[config.mk]
export PLATFORM = sky130hd
export DESIGN_NAME = score_keeper
export DESIGN_NICKNAME = d
export VERILOG_FILES = /design/src/rtl/score_pkg.sv /design/src/rtl/score_keeper_bcd.sv /design/src/rtl/score_keeper.sv
export SDC_FILE = /design/constraint.sdc
export NUM_CORES = 1
export LEC_CHECK = 0
export CAP_MARGIN = 5
export CORE_MARGIN = 2
export CORE_UTILIZATION = 51
export CTS_CLUSTER_DIAMETER = 60
export DETAILED_ROUTE_END_ITERATION = 8
export PLACE_DENSITY_LB_ADDON = 0.12
export SYNTH_ARGS = -nofsm -noshare
export SYNTH_HDL_FRONTEND = slang
export SYNTH_SLANG_ARGS = --single-unit
export TNS_END_PERCENT = 50
[constraint.sdc]
create_clock -name clk -period 4.9 [get_ports clk]
set_input_delay 0.98 -clock clk [delete_from_list [all_inputs] [get_ports clk]]
set_output_delay 0.98 -clock clk [all_outputs]
set_load 0.005 [all_outputs]
[src/rtl/score_pkg.sv]
// Shared types and constants for the score keeper: BCD digit/score types,
// the game state encoding and the score ceiling.
`timescale 1ns/1ps
package score_pkg;

    typedef logic [3:0]       bcd_digit_t;
    typedef logic [2:0][3:0]  score_t;

    typedef enum logic [1:0] {
        IDLE      = 2'd0,
        PLAYING   = 2'd1,
        INVULN    = 2'd2,
        GAME_OVER = 2'd3
    } score_state_t;

    localparam score_t SCORE_MAX_BCD = 12'h999;

    // Awards above 9 are not valid BCD; treat them as the largest digit.
    function automatic bcd_digit_t clamp_bcd(input logic [3:0] value);
        return (value > 4'd9) ? 4'd9 : value;
    endfunction

endpackage

[src/rtl/score_keeper_bcd.sv]
// Single-digit BCD adder with carry in/out; the score keeper chains three of
// these units -> tens -> hundreds so the whole add settles in one clock.
`timescale 1ns/1ps
module bcd_digit_add
    import score_pkg::*;
(
    input  bcd_digit_t a_i,
    input  bcd_digit_t b_i,
    input  logic       carry_i,
    output bcd_digit_t sum_o,
    output logic       carry_o
);

    logic [4:0] raw;

    // Binary add, then fold anything above 9 back into a decimal digit.
    always_comb begin
        raw     = {1'b0, a_i} + {1'b0, b_i} + {4'b0000, carry_i};
        carry_o = (raw > 5'd9);
        sum_o   = carry_o ? 4'(raw - 5'd10) : raw[3:0];
    end

endmodule

[src/rtl/score_keeper.sv]
// Score keeper: BCD score, lives and post-hit invulnerability for the game.
// Optional feature macro: SCORE_BONUS_LIFE_EN -- an award that raises the
// hundreds digit grants one extra life (saturating at MAX_LIVES).
//
// state     | meaning
// ----------+--------------------------------------------------------------
// IDLE      | after reset; hits ignored, waiting for newGame
// PLAYING   | hits score points and cost lives
// INVULN    | after a hit; player hits ignored, counts frames back to PLAYING
// GAME_OVER | lives exhausted; hits ignored until newGame
`timescale 1ns/1ps
module score_keeper
    import score_pkg::*;
#(
    parameter int INIT_LIVES    = 3,
    parameter int MAX_LIVES     = 7,
    parameter int INVULN_FRAMES = 60
) (
    input  logic        clk,
    input  logic        resetN,
    input  logic        startOfFrame,
    input  logic        newGame,
    input  logic        alienHit,
    input  logic [3:0]  points,
    input  logic        playerHit,
    output score_t      score,
    output logic [2:0]  lives,
    output logic        gameOver,
    output logic        invulnerable,
    output logic        scoreChanged
);

    localparam int FW = (INVULN_FRAMES > 1) ? $clog2(INVULN_FRAMES + 1) : 1;
    localparam logic [FW-1:0] FRAMES_LOAD = FW'(INVULN_FRAMES);
    localparam logic [2:0]    LIVES_INIT  = 3'(INIT_LIVES);
    localparam logic [2:0]    LIVES_MAX   = 3'(MAX_LIVES);
    // A zero-length invulnerability window means a hit goes straight back to play.
    localparam score_state_t  HIT_STATE   = (INVULN_FRAMES == 0) ? PLAYING : INVULN;

    score_state_t  state_q, state_d;
    score_t        score_q, score_d;
    logic [2:0]    lives_q, lives_d;
    logic [FW-1:0] frame_q, frame_d;
    logic          game_over_q, game_over_d;
    logic          invuln_q, invuln_d;
    logic          changed_q, changed_d;

    bcd_digit_t    pts;
    score_t        sum_raw;
    score_t        sum_sat;
    logic [2:0]    carry;
    logic          active;
    logic          add_en;
    logic          bonus_life;

    assign pts    = clamp_bcd(points);
    assign active = (state_q == PLAYING) || (state_q == INVULN);
    assign add_en = active && alienHit && (pts != 4'd0);

    bcd_digit_add u_units (
        .a_i     (score_q[0]),
        .b_i     (pts),
        .carry_i (1'b0),
        .sum_o   (sum_raw[0]),
        .carry_o (carry[0])
    );

    bcd_digit_add u_tens (
        .a_i     (score_q[1]),
        .b_i     (4'd0),
        .carry_i (carry[0]),
        .sum_o   (sum_raw[1]),
        .carry_o (carry[1])
    );

    bcd_digit_add u_hundreds (
        .a_i     (score_q[2]),
        .b_i     (4'd0),
        .carry_i (carry[1]),
        .sum_o   (sum_raw[2]),
        .carry_o (carry[2])
    );

    // A carry out of the hundreds digit means we passed 999; pin there.
    assign sum_sat = carry[2] ? SCORE_MAX_BCD : sum_raw;

`ifdef SCORE_BONUS_LIFE_EN
    assign bonus_life = add_en && (sum_sat[2] > score_q[2]);
`else
    assign bonus_life = 1'b0;
`endif

    // Next-state: game control, score add, lives and frame countdown.
    always_comb begin
        state_d   = state_q;
        score_d   = score_q;
        lives_d   = lives_q;
        frame_d   = frame_q;
        changed_d = 1'b0;

        if (newGame) begin
            state_d   = PLAYING;
            score_d   = '0;
            lives_d   = LIVES_INIT;
            frame_d   = '0;
            changed_d = (score_q != '0);
        end else if (active) begin
            if (add_en) begin
                score_d   = sum_sat;
                changed_d = (sum_sat != score_q);
            end

            if ((state_q == INVULN) && startOfFrame) begin
                if (frame_q <= FW'(1)) begin
                    frame_d = '0;
                    state_d = PLAYING;
                end else begin
                    frame_d = frame_q - FW'(1);
                end
            end

            if ((state_q == PLAYING) && playerHit) begin
                if (bonus_life) begin
                    // Extra life and hit cancel out; the hit still starts invulnerability.
                    state_d = HIT_STATE;
                    frame_d = FRAMES_LOAD;
                end else if (lives_q > 3'd1) begin
                    lives_d = lives_q - 3'd1;
                    state_d = HIT_STATE;
                    frame_d = FRAMES_LOAD;
                end else begin
                    lives_d = '0;
                    state_d = GAME_OVER;
                end
            end else if (bonus_life && (lives_q < LIVES_MAX)) begin
                lives_d = lives_q + 3'd1;
            end
        end

        game_over_d = (state_d == GAME_OVER);
        invuln_d    = (state_d == INVULN);
    end

    // State and output registers, cleared asynchronously by resetN.
    always_ff @(posedge clk or negedge resetN) begin
        if (!resetN) begin
            state_q     <= IDLE;
            score_q     <= '0;
            lives_q     <= LIVES_INIT;
            frame_q     <= '0;
            game_over_q <= 1'b0;
            invuln_q    <= 1'b0;
            changed_q   <= 1'b0;
        end else begin
            state_q     <= state_d;
            score_q     <= score_d;
            lives_q     <= lives_d;
            frame_q     <= frame_d;
            game_over_q <= game_over_d;
            invuln_q    <= invuln_d;
            changed_q   <= changed_d;
        end
    end

    assign score        = score_q;
    assign lives        = lives_q;
    assign gameOver     = game_over_q;
    assign invulnerable = invuln_q;
    assign scoreChanged = changed_q;

endmodule

; ---- Word-level counts from Yosys, hierarchy flattened
; Index checks and enable logic that the tools add are counted.
[totals]
ramBits = 0
register_bits = 26
word_cells = 65
latch_bits = 0
out_inout_bits = 18
mem_bits_ro = 0
n_memories = 0
[op_classes]
n_div = 0
n_addsub = 7
eq_ne = 5
mul = 0
reduce_logical = 12
mux = 26
shift = 0
order_cmp = 6
bitwise = 0
[ops]
columns = cell, count
row1 = 12-bit two-way mux, 4
row2 = 6-bit two-way mux, 6
row3 = "5-bit by 4-bit > comparator with 1-bit output, second input constant", 3
row4 = 3-bit two-way mux, 4
row5 = 4-bit two-way mux, 3
row6 = 12-bit inequality test, 1
row7 = 12-bit nonzero test, 1
row8 = 4-bit by 1-bit adder with 5-bit output, 2
row9 = 2-bit two-way mux, 5
row10 = "4-bit subtractor, second input constant", 2
row11 = "2-bit == test, second input constant", 3
row12 = "6-bit by 1-bit less-or-equal comparator with 1-bit output, second input constant", 1
row13 = 2-bit nonzero test, 3
row14 = "6-bit by 1-bit subtractor with 6-bit output, second input constant", 1
row15 = 4-bit by 4-bit adder with 5-bit output, 1
row16 = "4-bit > comparator, second input constant", 1
row17 = 1-bit logical AND, 4
row18 = 1-bit two-way mux, 4
row19 = 2-bit AND reduction, 2
row20 = 4-bit nonzero test, 1
row21 = "3-bit by 1-bit > comparator with 1-bit output, second input constant", 1
row22 = "3-bit by 1-bit subtractor with 3-bit output, second input constant", 1
row23 = "2-bit by 1-bit == test with 1-bit output, second input constant", 1
row24 = 1-bit logical OR, 1

; ---- Depth between registers and ports, before layout
; Gate-level depths: netlist of run 1.
[logic_depth]
word_depth = 13
depth_mapped = 25
ltp_nobuf = 23

; ---- Hierarchy
; Synthesis of run 1 repeated with hierarchy kept, for this count alone.
[unflattened]
hier_cells = 255
area_unflattened_um2 = 2290.9
[by_module_without_submodules]
columns = module, area_per_inst_um2, seq_area_each_um2, n_inst, cells_each
row1 = score_keeper, 1656.6, 653.1, 1, 189
row2 = bcd_digit_add, 211.5, 0.0, 3, 22

; ---- Least setup slack after synthesis of run 1
; No wires, ideal clock.
[synth_path]
kind = input-to-reg
startpoint = in points[1]
endpoint = reg changed_q (netlist: scoreChanged)
n_path_buf = 2
arrival_ns = 5.358
cell_stages = 25
setup_slack_ns = -0.589
required_ns = 4.769
cell_sequence = or2_1 -> a21o_1 -> ha_1 -> inv_1 -> fa_1 -> and2b_1 -> o21ai_1 -> nand2_1 -> o21bai_1 -> ha_1 -> ha_1 -> buf_2 -> nand2b_1 -> a31oi_1 -> a211oi_1 -> ha_1 -> ha_1 -> nand2b_1 -> a41oi_1 -> or2_1 -> buf_2 -> o31ai_1 -> a221o_1 -> nor3_2 -> a31oi_1
[synth_between]
elab_chain_len = 13
[synth_rtl]
columns = item, line
row1 = start: declaration, score_keeper.sv:24  ; input logic [3:0] points,
row2 = 4-bit > comparator, score_pkg.sv:20  ; return (value > 4'd9) ? 4'd9 : value;
row3 = 4-bit two-way mux *, score_pkg.sv:20
row4 = 4-bit by 4-bit adder with 5-bit output, score_keeper_bcd.sv:18  ; raw = {1'b0, a_i} + {1'b0, b_i} + {4'b0000, carry_i};
row5 = 5-bit by 4-bit > comparator with 1-bit output, score_keeper_bcd.sv:19  ; carry_o = (raw > 5'd9);
row6 = 4-bit by 1-bit adder with 5-bit output, score_keeper_bcd.sv:18
row7 = 5-bit by 4-bit > comparator with 1-bit output, score_keeper_bcd.sv:19
row8 = 4-bit by 1-bit adder with 5-bit output, score_keeper_bcd.sv:18
row9 = 5-bit by 4-bit > comparator with 1-bit output, score_keeper_bcd.sv:19
row10 = 12-bit two-way mux, score_keeper.sv:85  ; assign sum_sat = carry[2] ? SCORE_MAX_BCD : sum_raw;
row11 = 12-bit inequality test, score_keeper.sv:110  ; changed_d = (sum_sat != score_q);
row12 = 1-bit two-way mux *, score_keeper.sv:108  ; if (add_en) begin
row13 = 1-bit two-way mux *, score_keeper.sv:107  ; end else if (active) begin
row14 = 1-bit two-way mux *, score_keeper.sv:101  ; if (newGame) begin
row15 = via changed_d, score_keeper.sv:46  ; logic changed_q, changed_d;
row16 = end signal: assignment, score_keeper.sv:161  ; changed_q <= changed_d;
row17 = end: declaration, score_keeper.sv:46
; Mark *: on every way through the listed nets, which the timed path passes. The rest lies on a longest branch.
; A chain may end at the register's enable or synchronous reset.

; ---- Worst setup path after layout of run 1
; Ends and elaborated chain as after synthesis.

==> results.ini, run 1 <==
[global_routing]
antenna_found_initial=0
grt-ovfl-total=0
grt_max_degree=27
grt_pass1_wl_mm=11.51
grt_usage_pct=28.78
grt_pass1_vias=2442

[sta]
final-setup-viol-count=6
fin_crit_sh_pct=106.4
fin_ws_ns=-0.3121
worst_pin_slew_ns=0.8357
max_freq_ghz=0.1919
min_period_ns=5.212
finalHoldViolCount=0
fin_worst_skew_ns=0.004000
slew_violations=0
max_slew_margin_pct=44.12
rsz0062_at_grt=true

[clock_network]
cts-htree-levels=1
cts.sinks=26
cts_tree=yes
clk_latency_ns=0.27
clockBufferDepth=2
clk_pin_slew_worst_paths_ns=0.09
cts_buffers=3
root_buffer=clkbuf_8

[synthesis]
synth_area_sq_um=2253
ys_ff_latch=26
syn-num-nets=313
async_reset_ff_share_pct=100.0
yosys_most_used_dff=dfrtp_1
synth_edf_count=0
avgSynthCellArea_sq_um=7.852
synthTopCellsByCount=35 x nor2_1, 24 x dfrtp_1, 23 x nand2_1
yosysTopAreaCell=dfrtp_1
yosysWarningCount=0
synth_area_leaders=dfrtp_1 27%, ha_1 8.3%, nor2_1 5.8%
yosysSeqAreaShare_pct=28.98
synth_top_cell_area_share_pct=26.65
yosysUniqueCellTypes=57
post-synth-top-count-cell=nor2_1
synthCells=287

[critical_path]
critical_path_peak_fanout=6
slowest_stage=nor4_1
regToRegSetupSlack_ns=0.37
ff2ff_path_depth=22
cp-start-kind=primary input
arrival_ns=5.37
crit_path_start=points[1]
path_class=in -> reg
slowest_delay_ns=0.31
endpoint=scoreChanged
crit_required_ns=5.06
path_buf_inv=2
r2r-start=score[0]
critPathCaptureType=register
r2r-end=scoreChanged
crit_family=compound AO/OA/AOI/OAI gates
crit_chain=buf_6 > or2_4 > a21o_1 > ha_4 > inv_4 > fa_2 > and2b_1 > o21ai_2 > nand2_1 > o21bai_4 > ha_4 > ha_4 > nand2b_4 > a31oi_4 > a211oi_2 > ha_2 > ha_4 > nand2b_4 > a41oi_4 > nor2_4 > a31o_1 > xnor2_1 > nor4_1 > a31oi_1
cpMostUsedCell=ha_4
cp.depth=24

[detailed_routing]
vias=2634
drtIter0Drc=181
ant_nets=0
drc_errors=0
vias_per_cell=6.154
drt-total-wl_mm=7.422
drtPass1Iterations=6
wire_per_inst_microns=17.34

[layout]
antenna_cells=0
fin_util_pct=78.26
drive_above_1_share_pct=32.45
layout.nets=403
fill_cells=296
area_growth_pct=49.14

[pwr]
power_leakage_uw=0.001475
cellPowerDensity_nw_per_um2=508.7
peakVddDrop_mv=0.3760

[floorplanning]
num_io_pins=28
core_sq_um=4294
die_x_microns=70.47
die_area_sq_um=4966
die_h_microns=70.47
num_rows=24
start_util_pct=52.48

[hold_path]
hold_path.class=reg -> reg

[outcome]
violations=negative setup slack
status=complete, but fails checks

[place]
dpl_worst_slack_ns=-0.6660
port_buffers=27
gp_congestion=0.8617
hpwlAfterDp_mm=4.138

[run]
maxCapViolCount=0

[worst register-to-register path, cell delays in order (launching register included)]
cell	delay (ns)
dfrtp_1	0.48
ha_4	0.20
inv_4	0.04
fa_2	0.39
buf_6	0.14
xor2_2	0.17
nand2_2	0.09
inv_1	0.11
o21bai_4	0.07
ha_4	0.18
ha_4	0.27
nand2b_4	0.12
a31oi_4	0.08
a211oi_2	0.28
ha_2	0.29
ha_4	0.22
nand2b_4	0.15
a41oi_4	0.25
nor2_4	0.09
a31o_1	0.24
xnor2_1	0.16
nor4_1	0.31
a31oi_1	0.12
[stage by stage]
stage	hold slack [ns]	setup TNS, ns	cell area (sq um)	power (uW)	std cells
6_report	0.5466	-0.8196	3361	1710	428
5_1_grt	0.5946	-2.049	3361	1810	428
4_1_cts	0.5511	0	3224	1530	424
3_5_place_dp	0.5302	-4.325	2854	1186	388
3_3_place_gp	0.5269	-3.395	2854	1179	388
2_1_floorplan	0.4984	-0.3672	2316	889.4	287
[kinds of logic after synthesis]
| kind of cell | synth area share, % |
|---|---|
| XOR/XNOR | 2.721 |
| adder cells (fa/ha/maj) | 9.217 |
| flip-flops | 28.98 |
| AO/OA/AOI/OAI | 23.10 |
| buffers and inverters | 6.441 |
| multiplexers | 1.333 |
| AND/OR/NAND/NOR | 28.21 |
[report_power, final]
group	total, uW	internal (uW)	switching, uW	leakage, uW
logic	1210	637	576	0.00111
clock network	125	58.3	66.9	0.0000228
registers	372	279	93.3	0.000340
[flip-flops by register name, indices dropped and copies added (netlist names)]
signal and cells:
state_q 2, invulnerable 1, lives 3, scoreChanged 1, gameOver 1, frame_q 6, score 12
[layer usage]
metal / track usage, % / share of wire, %
met3: 3.175 / 4.9
met5: 0 / 0
met4: 14.53 / 4.3
met2: 47.59 / 50
met1: 37.03 / 41
[how the worst min path moves through the flow]
stage	start	endpoint	cells past startpoint
after floorplan	frame_q[5]	frame_q[5]	2
after global placement	frame_q[5]	frame_q[5]	2
after detailed placement	frame_q[5]	frame_q[5]	2
after CTS	frame_q[5]	frame_q[5]	2
after global routing	frame_q[5]	frame_q[5]	2
final	frame_q[5]	frame_q[5]	2
[layout make-up]
cell class	instances	area [sq um]	area share (%)
Multi-Input combinational cell	227	1683	50.07
Clock buffer	4	45.04	1.340
Timing Repair Buffer	103	852.1	25.35
Tap cell	52	65.06	1.936
Inverter	16	62.56	1.862
Sequential cell	26	653.1	19.43
[layout by cell type, fill, tap and decap left out, types with 8 or more instances in the layout]
cell type	n
buf_4	73
nor2_1	33
dfrtp_1	24
clkdlybuf4s50_1	23
nand2_1	22
a21oi_1	19
inv_1	13
nor3_1	11
ha_1	10
nor4_1	8
nand3_1	8
o21ai_0	8
[repair_timing]
item	4_1_cts	5_1_grt
hold buffers	0	0
endpoints found under the setup margin	10	10
resized for setup	23	19
pin swaps	16	18
endpoints found under the hold margin	0	0
setup buffers	32	4
No activity file was read; power rests on OpenSTA's default activity.
==> inputs of run 2 (changes only) <==
- REMOVE_ABC_BUFFERS: not set -> 1
==> run 2 against run 1 <==
Against the previous run:
- the run still ends with negative setup slack left
- register-to-register slack got worse by 0.14 ns
- utilization rose by 3.4 points
- sequential power hardly changed
- worst setup slack got worse by 0.14 ns
- worst hold slack improved by 0.019 ns
- combinational power grew 5%
- design area rose by 4.3%
- die area unchanged
- critical path type unchanged
==> results.ini, run 2 (same netlist as run 1, synthesis figures left out) <==
[global_routing]
grt_pass1_wl_mm=12.29
antenna_found_initial=0
grt_pass1_vias=2576
grt_usage_pct=30.38
grt-ovfl-total=0
grt_max_degree=27

[detailed_routing]
vias=2740
drc_errors=0
drt-total-wl_mm=8.113
drtIter0Drc=333
wire_per_inst_microns=18.61
vias_per_cell=6.284
ant_nets=0
drtPass1Iterations=5

[floorplanning]
die_area_sq_um=4966
core_sq_um=4294
start_util_pct=52.48
die_h_microns=70.47
num_rows=24
num_io_pins=28
die_x_microns=70.47

[place]
placed_area_sq_um=2811
gp_congestion=0.8880
port_buffers=27
hpwlAfterDp_mm=4.083

[sta]
fin_setup_tns_ns=-0.8689
worst_pin_slew_ns=1.070
fin_ws_ns=-0.4503
min_period_ns=5.350
slew_violations=0
whs_ns=0.5654
rsz0062_at_grt=true
fin_crit_sh_pct=109.2
max_freq_ghz=0.1869
max_slew_margin_pct=27.69
fin_worst_skew_ns=0.009771
final-setup-viol-count=5
finalHoldViolCount=0

[layout]
layout.nets=411
largest_reg_flops=12
antenna_cells=0
area_growth_pct=55.58
stdcell_area_sq_um=3506
ff_latch_area_sq_um=653.1
layout_common_cells=79 x buf_4, 33 x nor2_1, 24 x dfrtp_1, 23 x clkdlybuf4s50_1, 22 x nand2_1
multi_input_area_sq_um=1730
mostFrequentLayoutCell=buf_4
drive_above_1_share_pct=35.68
fill_cells=252

[outcome]
violations=negative setup slack
status=complete, but fails checks

[critical_path]
cp-start-kind=primary input
path_class=in -> reg
cpMostUsedCell=ha_4
path_buf_inv=2
r2r-start=score[0]
arrival_ns=5.48
critical_path_peak_fanout=5
critPathCaptureType=register
crit_required_ns=5.03
crit_path_start=points[1]
crit_family=compound AO/OA/AOI/OAI gates
slowest_stage=nor4_1
crit_chain=buf_6 > or2_1 > a21o_1 > ha_2 > buf_4 > a21o_4 > a21oi_2 > xnor2_1 > o21bai_4 > ha_4 > ha_4 > nand2b_4 > a31oi_4 > a211oi_4 > ha_2 > ha_4 > nand2b_4 > a41oi_4 > nor2_4 > a31o_1 > xnor2_1 > nor4_1 > a31oi_2
slowest_delay_ns=0.39
r2r-end=scoreChanged
regToRegSetupSlack_ns=0.23
ff2ff_path_depth=27

[hold_path]
hold_depth=2
holdPathEnd=frame_q[1]
hold_path.class=reg -> reg
hp-start=frame_q[1]

[run]
maxCapViolCount=0

[clock_network]
clk_latency_ns=0.27
root_buffer=clkbuf_8
cts-htree-levels=1
cts_tree=yes
clockBufferDepth=2
cts.sinks=26
cts_buffers=3
clk_pin_slew_worst_paths_ns=0.09

[pwr]
power_leakage_uw=0.001520
peakVddDrop_mv=0.2225
cellPowerDensity_nw_per_um2=520.3
power_uw=1824

-- run 2: cell count changes in the layout (fill, tap and decap cells not counted), sizes merged --
cell | before | now
clkdlybuf4s15 | 0 | 1
clkbuf | 4 | 3
buf | 78 | 86
dlygate4sd2 | 2 | 1
bufinv | 0 | 1
-- run 2: power breakdown --
| part | switching [uW] | internal, uW | total, uW |
|---|---|---|---|
| combinational | 617 | 656 | 1270 |
| sequential | 96.8 | 279 | 375 |
| clock | 66.3 | 109 | 176 |
-- run 2: area by class of cell --
| class | count | area share [%] |
|---|---|---|
| Clock buffer | 3 | 1.178 |
| Clock inverter | 1 | 0.8565 |
| Tap cell | 52 | 1.856 |
| Inverter | 16 | 1.713 |
| Timing Repair Buffer | 111 | 26.41 |
| Sequential cell | 26 | 18.63 |
| Multi-Input combinational cell | 227 | 49.36 |
-- run 2: what timing repair did --
action,CTS,global route
gates resized for setup,37,28
setup buffers,38,5
setup endpoints to repair,10,10
hold buffers,0,0
pin swaps,20,24
-- run 2: per-stage QoR --
step,setup WS [ns],util [%],instances
floorplan,-0.7327,-,269
global placement,-0.8043,65.47,389
detailed placement,-0.8338,65.47,389
CTS,0.02011,77.10,431
global route,-0.6343,81.64,436
finish,-0.4503,81.64,436
-- run 2: worst register-to-register path: cells and delay by family (launching register included) --
family / cells / cell delay (ns)
AO/OA/AOI/OAI: 2 / 0.29
XOR/XNOR: 1 / 0.16
adder cells (fa/ha/maj): 2 / 0.56
buffers and inverters: 19 / 2.32
flip-flops: 1 / 0.46
AND/OR/NAND/NOR: 3 / 0.72
-- run 2: metal layers --
| layer | track usage [%] | routed length, microns |
|---|---|---|
| met5 | 0 | 0 |
| met4 | 10.26 | 471 |
| met3 | 4.618 | 581 |
| met2 | 49.90 | 3874 |
| met1 | 40.83 | 3185 |
-- run 2: worst max-delay path by stage --
stage,endpoint,slack [ns],depth (start not counted)
2_1_floorplan,scoreChanged,-0.73,23
3_3_place_gp,scoreChanged,-0.80,24
3_5_place_dp,scoreChanged,-0.83,24
4_1_cts,scoreChanged,0.02,24
5_1_grt,scoreChanged,-0.63,23
6_report,scoreChanged,-0.45,23
